--- config.mk ---
export PLATFORM = sky130hd
export DESIGN_NAME = key_pulse_gen_flat
export DESIGN_NICKNAME = d
export VERILOG_FILES = /design/src/rtl/key_pulse_pkg.sv /design/src/rtl/key_pulse_gen_if.sv /design/src/rtl/key_debounce_ch.sv /design/src/rtl/key_pulse_gen.sv /design/src/flat_wrapper.sv
export SDC_FILE = /design/constraint.sdc
export NUM_CORES = 1
export LEC_CHECK = 0
export BUFFER_PORTS_ARGS = -buffer_cell sky130_fd_sc_hd__buf_2
export CAP_MARGIN = 20
export CORE_ASPECT_RATIO = 0.7
export CORE_MARGIN = 10
export CORE_UTILIZATION = 56
export CTS_CLUSTER_SIZE = 40
export DETAILED_ROUTE_END_ITERATION = 10
export PLACE_DENSITY = 0.72
export SYNTH_ARGS = -nofsm -noshare
export SYNTH_HDL_FRONTEND = slang
export SYNTH_SLANG_ARGS = --single-unit
--- constraint.sdc ---
create_clock -name clk -period 1.96 [get_ports clk]
set_input_delay 0.098 -clock clk [delete_from_list [all_inputs] [get_ports clk]]
set_output_delay 0.098 -clock clk [all_outputs]
set_load 0.005 [all_outputs]
--- src/rtl/key_pulse_pkg.sv ---
// key_pulse_pkg: shared definitions for the key pulse generator.
//   - key_state_e : per-channel debounce FSM encoding
//   - Key*        : default timing constants (50 MHz board clock)
//   - max_u       : helper for sizing counters
package key_pulse_pkg;

    typedef enum logic [1:0] {
        StUp       = 2'd0,
        StDownPend = 2'd1,
        StDown     = 2'd2,
        StUpPend   = 2'd3
    } key_state_e;

    localparam int unsigned KeyDefNKeys          = 4;
    localparam int unsigned KeyDefDebounceCycles = 500000;    // 10 ms @ 50 MHz
    localparam int unsigned KeyDefRepeatDelay    = 25000000;  // 500 ms
    localparam int unsigned KeyDefRepeatPeriod   = 5000000;   // 100 ms

    function automatic int unsigned max_u(input int unsigned a, input int unsigned b);
        return (a > b) ? a : b;
    endfunction

endpackage

--- src/rtl/key_pulse_gen_if.sv ---
// key_pulse_gen_if: bundles raw key pins and the debounced outputs.
//   key         : raw active-low pins (0 = pressed), asynchronous
//   key_level   : debounced level, active-high
//   key_press   : 1-cycle press strobe (and auto-repeat strobes)
//   key_release : 1-cycle release strobe
// Modports: master = board/pin side, slave = the pulse generator.
interface key_pulse_gen_if #(
    parameter int unsigned N_KEYS = 4
);
    logic [N_KEYS-1:0] key;
    logic [N_KEYS-1:0] key_level;
    logic [N_KEYS-1:0] key_press;
    logic [N_KEYS-1:0] key_release;

    modport master (
        output key,
        input  key_level,
        input  key_press,
        input  key_release
    );

    modport slave (
        input  key,
        output key_level,
        output key_press,
        output key_release
    );
endinterface

--- src/rtl/key_debounce_ch.sv ---
// key_debounce_ch: one key channel -- 2-flop synchronizer, debounce FSM, registered
// level and press/release strobes.
// Ports:
//   clk, rst_n  : clock, asynchronous active-low reset
//   key_raw     : raw active-low pin
//   key_level   : debounced level (1 = pressed)
//   key_press   : 1-cycle strobe on accepted press (and auto-repeat)
//   key_release : 1-cycle strobe on accepted release
// Build option: KEY_AUTOREPEAT_EN adds the auto-repeat counter and its parameters.
module key_debounce_ch
    import key_pulse_pkg::*;
#(
    parameter int unsigned DEBOUNCE_CYCLES = KeyDefDebounceCycles
`ifdef KEY_AUTOREPEAT_EN
    ,
    parameter int unsigned REPEAT_DELAY    = KeyDefRepeatDelay,
    parameter int unsigned REPEAT_PERIOD   = KeyDefRepeatPeriod
`endif
) (
    input  logic clk,
    input  logic rst_n,
    input  logic key_raw,
    output logic key_level,
    output logic key_press,
    output logic key_release
);

    localparam int unsigned CntW = $clog2(DEBOUNCE_CYCLES + 1);
    localparam logic [CntW-1:0] CntLast = CntW'(DEBOUNCE_CYCLES - 1);
    localparam logic [CntW-1:0] CntMax  = CntW'(DEBOUNCE_CYCLES);

    logic [1:0]      sync_q;
    logic            ks;
    key_state_e      state_q, state_d;
    logic [CntW-1:0] cnt_q, cnt_d;
    logic            level_q, level_d;
    logic            press_q, press_d;
    logic            rel_q, rel_d;

    // Sync flops reset to 1 so a key held through reset is seen as a fresh press.
    always_ff @(posedge clk or negedge rst_n) begin
        if (!rst_n) begin
            sync_q <= 2'b11;
        end else begin
            sync_q <= {sync_q[0], key_raw};
        end
    end

    assign ks = sync_q[1];

`ifdef KEY_AUTOREPEAT_EN
    localparam int unsigned RptW = $clog2(max_u(REPEAT_DELAY, REPEAT_PERIOD) + 1);
    localparam logic [RptW-1:0] DelayLast  = RptW'(REPEAT_DELAY - 1);
    localparam logic [RptW-1:0] PeriodLast = RptW'(REPEAT_PERIOD - 1);

    logic [RptW-1:0] rpt_q, rpt_d;
    logic            rpt_run_q, rpt_run_d;  // first repeat already emitted

    always_ff @(posedge clk or negedge rst_n) begin
        if (!rst_n) begin
            rpt_q     <= '0;
            rpt_run_q <= 1'b0;
        end else begin
            rpt_q     <= rpt_d;
            rpt_run_q <= rpt_run_d;
        end
    end
`endif

    always_comb begin
        state_d = state_q;
        cnt_d   = cnt_q;
        level_d = level_q;
        press_d = 1'b0;
        rel_d   = 1'b0;

        unique case (state_q)
            StUp: begin
                if (!ks) begin
                    state_d = StDownPend;
                    cnt_d   = CntW'(1);
                end
            end
            StDownPend: begin
                if (ks) begin
                    state_d = StUp;
                    cnt_d   = '0;
                end else if (cnt_q == CntLast) begin
                    state_d = StDown;
                    cnt_d   = '0;
                    level_d = 1'b1;
                    press_d = 1'b1;
                end else if (cnt_q != CntMax) begin
                    cnt_d = cnt_q + CntW'(1);
                end
            end
            StDown: begin
                if (ks) begin
                    state_d = StUpPend;
                    cnt_d   = CntW'(1);
                end
            end
            StUpPend: begin
                if (!ks) begin
                    state_d = StDown;
                    cnt_d   = '0;
                end else if (cnt_q == CntLast) begin
                    state_d = StUp;
                    cnt_d   = '0;
                    level_d = 1'b0;
                    rel_d   = 1'b1;
                end else if (cnt_q != CntMax) begin
                    cnt_d = cnt_q + CntW'(1);
                end
            end
            default: begin
                state_d = StUp;
                cnt_d   = '0;
            end
        endcase

`ifdef KEY_AUTOREPEAT_EN
        // Repeat counter only advances while staying in DOWN; anything else clears it.
        rpt_d     = '0;
        rpt_run_d = 1'b0;
        if (state_q == StDown && !ks) begin
            rpt_run_d = rpt_run_q;
            if (rpt_q == (rpt_run_q ? PeriodLast : DelayLast)) begin
                rpt_run_d = 1'b1;
                press_d   = 1'b1;
            end else begin
                rpt_d = rpt_q + RptW'(1);
            end
        end
`endif
    end

    always_ff @(posedge clk or negedge rst_n) begin
        if (!rst_n) begin
            state_q <= StUp;
            cnt_q   <= '0;
            level_q <= 1'b0;
            press_q <= 1'b0;
            rel_q   <= 1'b0;
        end else begin
            state_q <= state_d;
            cnt_q   <= cnt_d;
            level_q <= level_d;
            press_q <= press_d;
            rel_q   <= rel_d;
        end
    end

    assign key_level   = level_q;
    assign key_press   = press_q;
    assign key_release = rel_q;

endmodule

--- src/rtl/key_pulse_gen.sv ---
// key_pulse_gen: turns N_KEYS raw, bouncing, active-low key pins into debounced levels and
// one-cycle press/release strobes on clk. Channels are fully independent.
// Ports:
//   clk   : system clock
//   rst_n : asynchronous active-low reset
//   bus   : key_pulse_gen_if.slave (key in; key_level, key_press, key_release out)
// Build option: KEY_AUTOREPEAT_EN enables auto-repeat press strobes while a key is held,
// and adds the REPEAT_DELAY / REPEAT_PERIOD parameters.
module key_pulse_gen
    import key_pulse_pkg::*;
#(
    parameter int unsigned N_KEYS          = KeyDefNKeys,
    parameter int unsigned DEBOUNCE_CYCLES = KeyDefDebounceCycles
`ifdef KEY_AUTOREPEAT_EN
    ,
    parameter int unsigned REPEAT_DELAY    = KeyDefRepeatDelay,
    parameter int unsigned REPEAT_PERIOD   = KeyDefRepeatPeriod
`endif
) (
    input logic             clk,
    input logic             rst_n,
    key_pulse_gen_if.slave  bus
);

    logic [N_KEYS-1:0] level;
    logic [N_KEYS-1:0] press;
    logic [N_KEYS-1:0] rel;

    for (genvar i = 0; i < N_KEYS; i++) begin : g_ch
        key_debounce_ch #(
            .DEBOUNCE_CYCLES (DEBOUNCE_CYCLES)
`ifdef KEY_AUTOREPEAT_EN
            ,
            .REPEAT_DELAY    (REPEAT_DELAY),
            .REPEAT_PERIOD   (REPEAT_PERIOD)
`endif
        ) u_ch (
            .clk         (clk),
            .rst_n       (rst_n),
            .key_raw     (bus.key[i]),
            .key_level   (level[i]),
            .key_press   (press[i]),
            .key_release (rel[i])
        );
    end

    assign bus.key_level   = level;
    assign bus.key_press   = press;
    assign bus.key_release = rel;

endmodule

--- src/flat_wrapper.sv ---
// flat-port wrapper written by rule: the top's interface ports become plain ports
module key_pulse_gen_flat import key_pulse_pkg::*;
#(
    parameter int unsigned N_KEYS          = KeyDefNKeys,
    parameter int unsigned DEBOUNCE_CYCLES = KeyDefDebounceCycles

)
  (clk, rst_n, bus_key, bus_key_level, bus_key_press, bus_key_release);
  key_pulse_gen_if #(.N_KEYS(N_KEYS)) bus_i ();
  input logic clk;
  input logic rst_n;
  input wire logic [$bits(bus_i.key)-1:0] bus_key;
  output wire logic [$bits(bus_i.key_level)-1:0] bus_key_level;
  output wire logic [$bits(bus_i.key_press)-1:0] bus_key_press;
  output wire logic [$bits(bus_i.key_release)-1:0] bus_key_release;
  assign bus_i.key = bus_key;
  assign bus_key_level = bus_i.key_level;
  assign bus_key_press = bus_i.key_press;
  assign bus_key_release = bus_i.key_release;
  key_pulse_gen #(.N_KEYS(N_KEYS), .DEBOUNCE_CYCLES(DEBOUNCE_CYCLES)) u_core (.clk(clk), .rst_n(rst_n), .bus(bus_i));
endmodule
==> results_dict.tcl, run 1 <==
set metrics [dict create \
    worstPathArrival_ns 2.31 \
    netSwitchingPower_mw 1.60 \
    grt_first_pass_wirelength_microns 24600 \
    h-tree-depth 3 \
    power.density_cell_area_nw_per_um2 717 \
    register_clock_pin_slew_on_the_reported_worst_setup_and_hold_paths_ns 0.07 \
    met3_wirelength_microns 1060 \
    cts_inserted_buffers 9 \
    synthMostInstantiatedCell "sky130_fd_sc_hd__dfrtp_1" \
    setup_repair_after_global_routing_missed_its_margin "true" \
    initialDrtViolationCount 471 \
    final.setup_skew_ns 0.0107 \
    dr_wl_met2_microns 7600 \
    timing.rr.end "u_core.g_ch[0].u_ch.cnt_q[6]" \
    synth.yosys.warnings 0 \
    port_buffers 17 \
    synth_nets 631 \
    design.die.area_sq_um 14800 \
    slew_viol_final 0 \
    tritoncts "done" \
    dieHeight_microns 105 \
    drv.max_cap_violation_count 0 \
    critPathRequiredTime_ns 2.19 \
    synthFlopType "sky130_fd_sc_hd__dfrtp_1" \
    clk_path_buf_depth 2 \
    avgRoutedWirePerCell_microns 18.3 \
    synth.largest_area_cell "sky130_fd_sc_hd__dfrtp_1" \
    p_leak_nw 3.33 \
    vias_per_cell 6.30 \
    stdcell_area_sq_um 7500 \
    violations "negative setup slack" \
    grt_overflow 0 \
    fmax_mhz 479 \
    clock_latency_ns 0.35 \
    clock-root-buffer "sky130_fd_sc_hd__clkbuf_16" \
    timing.rr.start "u_core.g_ch[0].u_ch.cnt_q[6]" \
    finalPower_mw 5.38 \
    syn_to_final_growth_pct 30.7 \
    worstSetupStartpoint "u_core.g_ch[0].u_ch.cnt_q[6]" \
    highest_fanout_seen_on_the_critical_path 8 \
    synth_top_area_share 0.419 \
    min_period_ns 2.09 \
    effective_utilization_at_floorplan 0.583 \
    setup.worst_path.end_class "flip-flop" \
    drc 0 \
    top_level_ports 18 \
    dr.max_layer_used "met4" \
    synth-async-reset-ratio 1.00 \
    grtUsageTotal 0.194 \
    post_synth_instance_area_sq_um 5730 \
    placed_cell_area_sq_um 6480 \
    first_global_vias 5270 \
    average_cell_area_after_synthesis_sq_um 9.29 \
    reg2regPathDepth 8 \
    diodes 0 \
    synth_top_cells_by_area "sky130_fd_sc_hd__dfrtp_1 42%, sky130_fd_sc_hd__nand2_1 4.4%, sky130_fd_sc_hd__nand3_1 4.3%" \
    num-fill-cells 660 \
    power.switching_fraction 0.298 \
    clock_power_share 0.349 \
    die_w_microns 141 \
    setup.worst_path.class "flip-flop to flip-flop" \
    comb_power_share 0.220 \
    power_frac_seq 0.431 \
    setup.worst_path.start_class "flip-flop" \
    postSynthCellCount 617 \
    gp_congestion 0.900 \
    synth-seq-area-share 0.456 \
    drt_first_pass_iters 5 \
    core_sq_um 9830 \
    final_setup_fails 28 \
    detail_route.wirelength_microns 15800 \
    slew_margin_rel 0.506 \
    grt_max_degree 38 \
    irDropWorstVdd_mv 0.623 \
    final.period_utilization 1.06 \
    final_layout_size_suffix_gt1_frac 0.342 \
    route.layer.met1.wl_microns 6930 \
    outcome "complete, but fails checks" \
    timing_hold_violations_final 0 \
    via_count 5441 \
    worst-slew-pin-transition_ns 0.737 \
    timing.reg2reg.setup_slack_ns -0.13 \
    final.setup.worst_slack_ns -0.126 \
    antenna_violating_nets_post_route 0 \
    finish.net_count 745 \
    synth_common_cells "96 x sky130_fd_sc_hd__dfrtp_1, 67 x sky130_fd_sc_hd__nand2_1, 49 x sky130_fd_sc_hd__nand3_1" \
    dp.final_hpwl_microns 9840 \
    number_of_antenna_violations_at_the_first_check_in_global_routing 0 \
    tritoncts_num_sinks 104 \
    worst_hold_path_type "primary input to asynchronous set/reset pin" \
    placement_rows 30 \
    ffs_latches_synth 104 \
    synth.lib_cells_used.distinct 66 \
    synth-edff-count 0 \
    p_int_mw 3.77 \
]
## power groups by stage
| stage | sequential, mW | clock, mW | combinational [mW] |
|---|---|---|---|
| final | 2.32 | 1.87 | 1.18 |
| after global placement | 2.34 | 0 | 0.877 |
| after global routing | 2.33 | 1.99 | 1.29 |
| after CTS | 2.31 | 1.89 | 1.06 |
| after floorplan | 2.35 | 0 | 0.565 |
| after detailed placement | 2.35 | 0 | 0.927 |
## per-stage QoR
step	hold slack (ns)	instances	setup WS [ns]	TNS [ns]	util
6_report	0.257	864	-0.126	-1.20	0.762
5_1_grt	0.299	864	-0.181	-5.00	0.762
2_1_floorplan	-0.198	617	-0.0591	-0.530	-
3_5_place_dp	0.0892	820	-0.190	-1.60	0.659
3_3_place_gp	0.0928	820	-0.0606	-0.207	0.659
4_1_cts	0.268	851	-0.0180	-0.0381	0.712
## area by class of cell
| cell class | instances | area (sq um) | share of cell area |
|---|---|---|---|
| clock buffer | 10 | 239 | 0.0319 |
| multi-input combinational | 457 | 3290 | 0.439 |
| sequential | 104 | 2610 | 0.349 |
| timing repair buffer | 130 | 1010 | 0.135 |
| inverter | 29 | 109 | 0.0145 |
| clock inverter | 6 | 73.8 | 0.00985 |
| tap | 128 | 160 | 0.0214 |
## worst max path at each step
stage | end | slack, ns | cells past startpoint
6_report | u_core.g_ch[0].u_ch.cnt_q[6] | -0.13 | 8
4_1_cts | u_core.g_ch[1].u_ch.cnt_q[5] | -0.02 | 6
3_3_place_gp | u_core.g_ch[1].u_ch.cnt_q[7] | -0.06 | 5
3_5_place_dp | u_core.g_ch[1].u_ch.cnt_q[0] | -0.19 | 6
5_1_grt | u_core.g_ch[0].u_ch.key_level | -0.18 | 7
2_1_floorplan | u_core.g_ch[0].u_ch.cnt_q[18] | -0.06 | 6
## per-layer routing
layer | up-vias | GRT usage
li1 | 2513 | -
met1 | 2626 | 0.271
met2 | 267 | 0.294
met3 | 35 | 0.0448
met4 | 0 | 0.0559
met5 | - | 0
## timing repair
item                                    4_1_cts  5_1_grt
setup buffers                                 6       12
pin swaps                                    11       42
cloned                                        4        1
gates resized for setup                      20      105
hold endpoints to repair                     34        0
hold buffers                                  5        0
endpoints found under the setup margin       38       82
## layout by cell type (no fill, tap or decap), types with 12 or more instances in the layout
cell / n
sky130_fd_sc_hd__a21oi_2: 16
sky130_fd_sc_hd__nor3_1: 12
sky130_fd_sc_hd__o21ai_0: 26
sky130_fd_sc_hd__o21ai_1: 17
sky130_fd_sc_hd__inv_1: 29
sky130_fd_sc_hd__buf_2: 16
sky130_fd_sc_hd__buf_4: 95
sky130_fd_sc_hd__nand3_1: 41
sky130_fd_sc_hd__a21oi_1: 15
sky130_fd_sc_hd__dfrtp_1: 96
sky130_fd_sc_hd__nor2_1: 23
sky130_fd_sc_hd__a31oi_1: 25
sky130_fd_sc_hd__buf_6: 13
sky130_fd_sc_hd__nand2_1: 62
sky130_fd_sc_hd__nand4_1: 14
## state kept, by name, indices dropped and copies added (netlist names), named ones only
name / flops
u_core.g_ch.u_ch.cnt_q: 76
u_core.g_ch.u_ch.key_level: 4
u_core.g_ch.u_ch.key_release: 4
u_core.g_ch.u_ch.sync_q: 8
u_core.g_ch.u_ch.state_q: 4
u_core.g_ch.u_ch.key_press: 4
## worst max-delay path: stages, from the launching register on
cell,delay (ns)
sky130_fd_sc_hd__dfrtp_1,0.38
sky130_fd_sc_hd__or4b_4,0.56
sky130_fd_sc_hd__nor4_4,0.31
sky130_fd_sc_hd__buf_6,0.21
sky130_fd_sc_hd__a21oi_4,0.11
sky130_fd_sc_hd__buf_4,0.16
sky130_fd_sc_hd__buf_4,0.12
sky130_fd_sc_hd__nand2_1,0.05
sky130_fd_sc_hd__a21oi_1,0.06
## logic make-up (layout without fill, tap and decap cells)
| logic type | Yosys count | after routing | share of synthesized area |
|---|---|---|---|
| adders and majority gates | 8 | 8 | 0.0175 |
| buffers and inverters | 60 | 175 | 0.0528 |
| and+or+nand+nor | 249 | 249 | 0.242 |
| AOI/OAI and AO/OA | 176 | 180 | 0.201 |
| DFF | 104 | 104 | 0.456 |
| muxes | 5 | 5 | 0.00873 |
| xor gates and xnor gates | 15 | 15 | 0.0229 |
(Power assumes the default switching activity.)
==> run 2: changes to the inputs <==
--- a/config.mk
+++ b/config.mk
@@ -5,14 +5,15 @@
 export SDC_FILE = /design/constraint.sdc
 export NUM_CORES = 1
 export LEC_CHECK = 0
+export ABC_AREA = 1
 export BUFFER_PORTS_ARGS = -buffer_cell sky130_fd_sc_hd__buf_2
 export CAP_MARGIN = 20
 export CORE_ASPECT_RATIO = 0.7
 export CORE_MARGIN = 10
-export CORE_UTILIZATION = 56
+export CORE_UTILIZATION = 57
 export CTS_CLUSTER_SIZE = 40
 export DETAILED_ROUTE_END_ITERATION = 10
-export PLACE_DENSITY = 0.72
+export PLACE_DENSITY = 0.73
 export SYNTH_ARGS = -nofsm -noshare
 export SYNTH_HDL_FRONTEND = slang
 export SYNTH_SLANG_ARGS = --single-unit
==> run 2 against run 1 <==
The flow now finishes without violations. Flip-flop and latch count stayed put. Sequential power up 9.5%. Final area is 6.7% lower. Global-route usage down 0.94 points. Clock power is essentially flat. Synthesized cell count is 41% higher. First-iteration DRC count is 23% higher. Combinational power is 14% higher. Critical path depth down 2. Via count up 4.3%. Wire length fell by 7.9%. Synthesized area is 12% higher.
==> results_dict.tcl, run 2 <==
set metrics [dict create \
    grt_first_pass_wirelength_microns 24800 \
    setup.worst_path.class "flip-flop to flip-flop" \
    design.die.area_sq_um 16000 \
    setup_repair_after_global_routing_missed_its_margin "true" \
    tritoncts "done" \
    fin_util 0.635 \
    synth_top_area_share 0.373 \
    synth_common_cells "216 x sky130_fd_sc_hd__nand2_1, 114 x sky130_fd_sc_hd__inv_1, 98 x sky130_fd_sc_hd__nand3_1" \
    largest_reg_flops 76 \
    slew_margin_rel 0.640 \
    final_setup_fails 0 \
    synth.yosys.warnings 0 \
    tritoncts_num_sinks 104 \
    clock-root-buffer "sky130_fd_sc_hd__clkbuf_16" \
    synth-seq-area-share 0.406 \
    finish.net_count 902 \
    largest-register "u_core.g_ch.u_ch.cnt_q" \
    placed_cells 1025 \
    placement_rows 32 \
    die_w_microns 147 \
    synth_top_cells_by_area "sky130_fd_sc_hd__dfrtp_1 37%, sky130_fd_sc_hd__nand2_1 13%, sky130_fd_sc_hd__nand3_1 7.6%" \
    cts_inserted_buffers 9 \
    largest_registers "u_core.g_ch.u_ch.cnt_q (76), u_core.g_ch.u_ch.sync_q (8)" \
    pre_cts_ws_ns 0.127 \
    avgRoutedWirePerCell_microns 13.9 \
    gp_congestion 0.923 \
    min_period_ns 1.81 \
    postSynthCellCount 872 \
    timing.reg2reg.setup_slack_ns 0.15 \
    antenna_violating_nets_post_route 0 \
    setup.worst_path.end_class "flip-flop" \
    synth-edff-count 0 \
    diodes 0 \
    fmax_mhz 553 \
    mostFrequentLayoutCell "sky130_fd_sc_hd__nand2_1" \
    top_level_ports 18 \
    synth_nets 886 \
    syn_to_final_growth_pct 8.63 \
    vias_per_cell 5.43 \
    core_sq_um 11000 \
    drc 0 \
    irDropWorstVdd_mv 0.563 \
    worstPathArrival_ns 2.04 \
    ffs_latches_synth 104 \
    dieHeight_microns 109 \
    outcome "complete, no violations" \
    drv.max_cap_violation_count 0 \
    final_layout_size_suffix_gt1_frac 0.140 \
    worst-slew-pin-transition_ns 0.540 \
    via_count 5675 \
    h-tree-depth 3 \
    dp.final_hpwl_microns 10600 \
    setup.worst_path.start_class "flip-flop" \
    critPathRequiredTime_ns 2.19 \
    initialDrtViolationCount 579 \
    grtUsageTotal 0.185 \
    highest_fanout_seen_on_the_critical_path 7 \
    synthFlopType "sky130_fd_sc_hd__dfrtp_1" \
    grt_overflow 0 \
    average_cell_area_after_synthesis_sq_um 7.38 \
    power.density_cell_area_nw_per_um2 821 \
    port_buffers 17 \
    final_cell_mix "216 x sky130_fd_sc_hd__nand2_1, 114 x sky130_fd_sc_hd__inv_1, 97 x sky130_fd_sc_hd__nand3_1, 95 x sky130_fd_sc_hd__dfrtp_1, 66 x sky130_fd_sc_hd__nor2_1" \
    final.period_utilization 0.923 \
    synth-async-reset-ratio 1.00 \
    timing_hold_violations_final 0 \
    grt_max_degree 40 \
    first_global_vias 5049 \
    post_synth_instance_area_sq_um 6430 \
    finalPower_mw 5.74 \
    slew_viol_final 0 \
    final.setup_skew_ns 0.00768 \
    synth.lib_cells_used.distinct 39 \
    synth.largest_area_cell "sky130_fd_sc_hd__dfrtp_1" \
    worst_hold_path_type "primary input to asynchronous set/reset pin" \
    effective_utilization_at_floorplan 0.584 \
    clock_latency_ns 0.35 \
    final.setup.worst_slack_ns 0.151 \
    p_leak_nw 3.14 \
    register_clock_pin_slew_on_the_reported_worst_setup_and_hold_paths_ns 0.07 \
    detail_route.wirelength_microns 14600 \
    drt_first_pass_iters 7 \
    post_route_non_filler_standard_cell_count 1046 \
    clk_path_buf_depth 2 \
    number_of_antenna_violations_at_the_first_check_in_global_routing 0 \
    synthMostInstantiatedCell "sky130_fd_sc_hd__nand2_1" \
]
## run 2: cell count changes after synthesis, sizes merged, moves of 14 or more
cell   before  now
a31oi      26    0
nand2      67  231
a21oi      35   19
a21o       15    0
inv        29  127
nor3       16   30
nand3      51  106
nor2       32   92
## run 2: report_power, final
part | total (mW) | switching [mW] | internal [mW]
registers | 2.54 | 0.226 | 2.31
logic | 1.35 | 0.950 | 0.396
clock network | 1.85 | 0.823 | 1.03
## run 2: path summary, 6_finish.rpt
path / start / end / depth (start not counted)
hold reg to reg: u_core.g_ch[0].u_ch.sync_q[0] / u_core.g_ch[0].u_ch.sync_q[1] / 0
max in group asynchronous: rst_n / u_core.g_ch[3].u_ch.sync_q[0] / 3
min in group clk: u_core.g_ch[0].u_ch.sync_q[0] / u_core.g_ch[0].u_ch.sync_q[1] / 0
setup reg to reg: u_core.g_ch[2].u_ch.cnt_q[0] / u_core.g_ch[2].u_ch.cnt_q[12] / 6
setup / recovery: u_core.g_ch[2].u_ch.cnt_q[0] / u_core.g_ch[2].u_ch.cnt_q[12] / 6
hold / removal: rst_n / u_core.g_ch[0].u_ch.cnt_q[16] / 2
## run 2: final cells by class
type | count | area (sq um)
Fill cell | 979 | 4020
Timing Repair Buffer | 29 | 215
Tap cell | 153 | 191
Sequential cell | 104 | 2610
Inverter | 128 | 483
Clock buffer | 10 | 239
Multi-Input combinational cell | 616 | 3180
Clock inverter | 6 | 67.6
## run 2: critical path, cell delays in order (launching register included)
cell,delay (ns)
sky130_fd_sc_hd__dfrtp_1,0.46
sky130_fd_sc_hd__ha_2,0.30
sky130_fd_sc_hd__nand3_2,0.13
sky130_fd_sc_hd__nor3_2,0.29
sky130_fd_sc_hd__and2_1,0.23
sky130_fd_sc_hd__xor2_1,0.18
sky130_fd_sc_hd__o22ai_1,0.09
## run 2: per-stage QoR
step	hold slack, ns	setup TNS [ns]	instance area, sq um
after global placement	0.108	0	6630
after CTS	0.300	0	6980
after floorplan	-0.198	0	6430
after global routing	0.318	-0.0408	6990
final	0.279	0	6990
after detailed placement	0.119	0	6630
## run 2: what timing repair did
| action | CTS | global route |
|---|---|---|
| hold buffers | 5 | 0 |
| setup endpoints to repair | 0 | 27 |
| buffers inserted | 0 | 0 |
| hold endpoints to repair | 37 | 0 |
| gates resized for setup | 0 | 3 |
## run 2: cell families (layout without fill, tap and decap cells)
group | count (synthesis) | after routing | synth area share
AND/OR/NAND/NOR | 487 | 487 | 0.362
buffers and inverters | 152 | 173 | 0.101
flip-flops | 104 | 104 | 0.406
AO/OA/AOI/OAI | 101 | 101 | 0.0887
XOR/XNOR | 20 | 20 | 0.0272
adder cells (fa/ha/maj) | 8 | 8 | 0.0156
## run 2: metal layers
metal,share of wire,wire [microns],vias up,GRT usage
li1,-,-,2834,-
met1,0.50,7340,2651,0.271
met2,0.42,6160,177,0.272
met3,0.066,962,13,0.0406
met4,0.0082,120,0,0.0444
met5,0,0,-,0
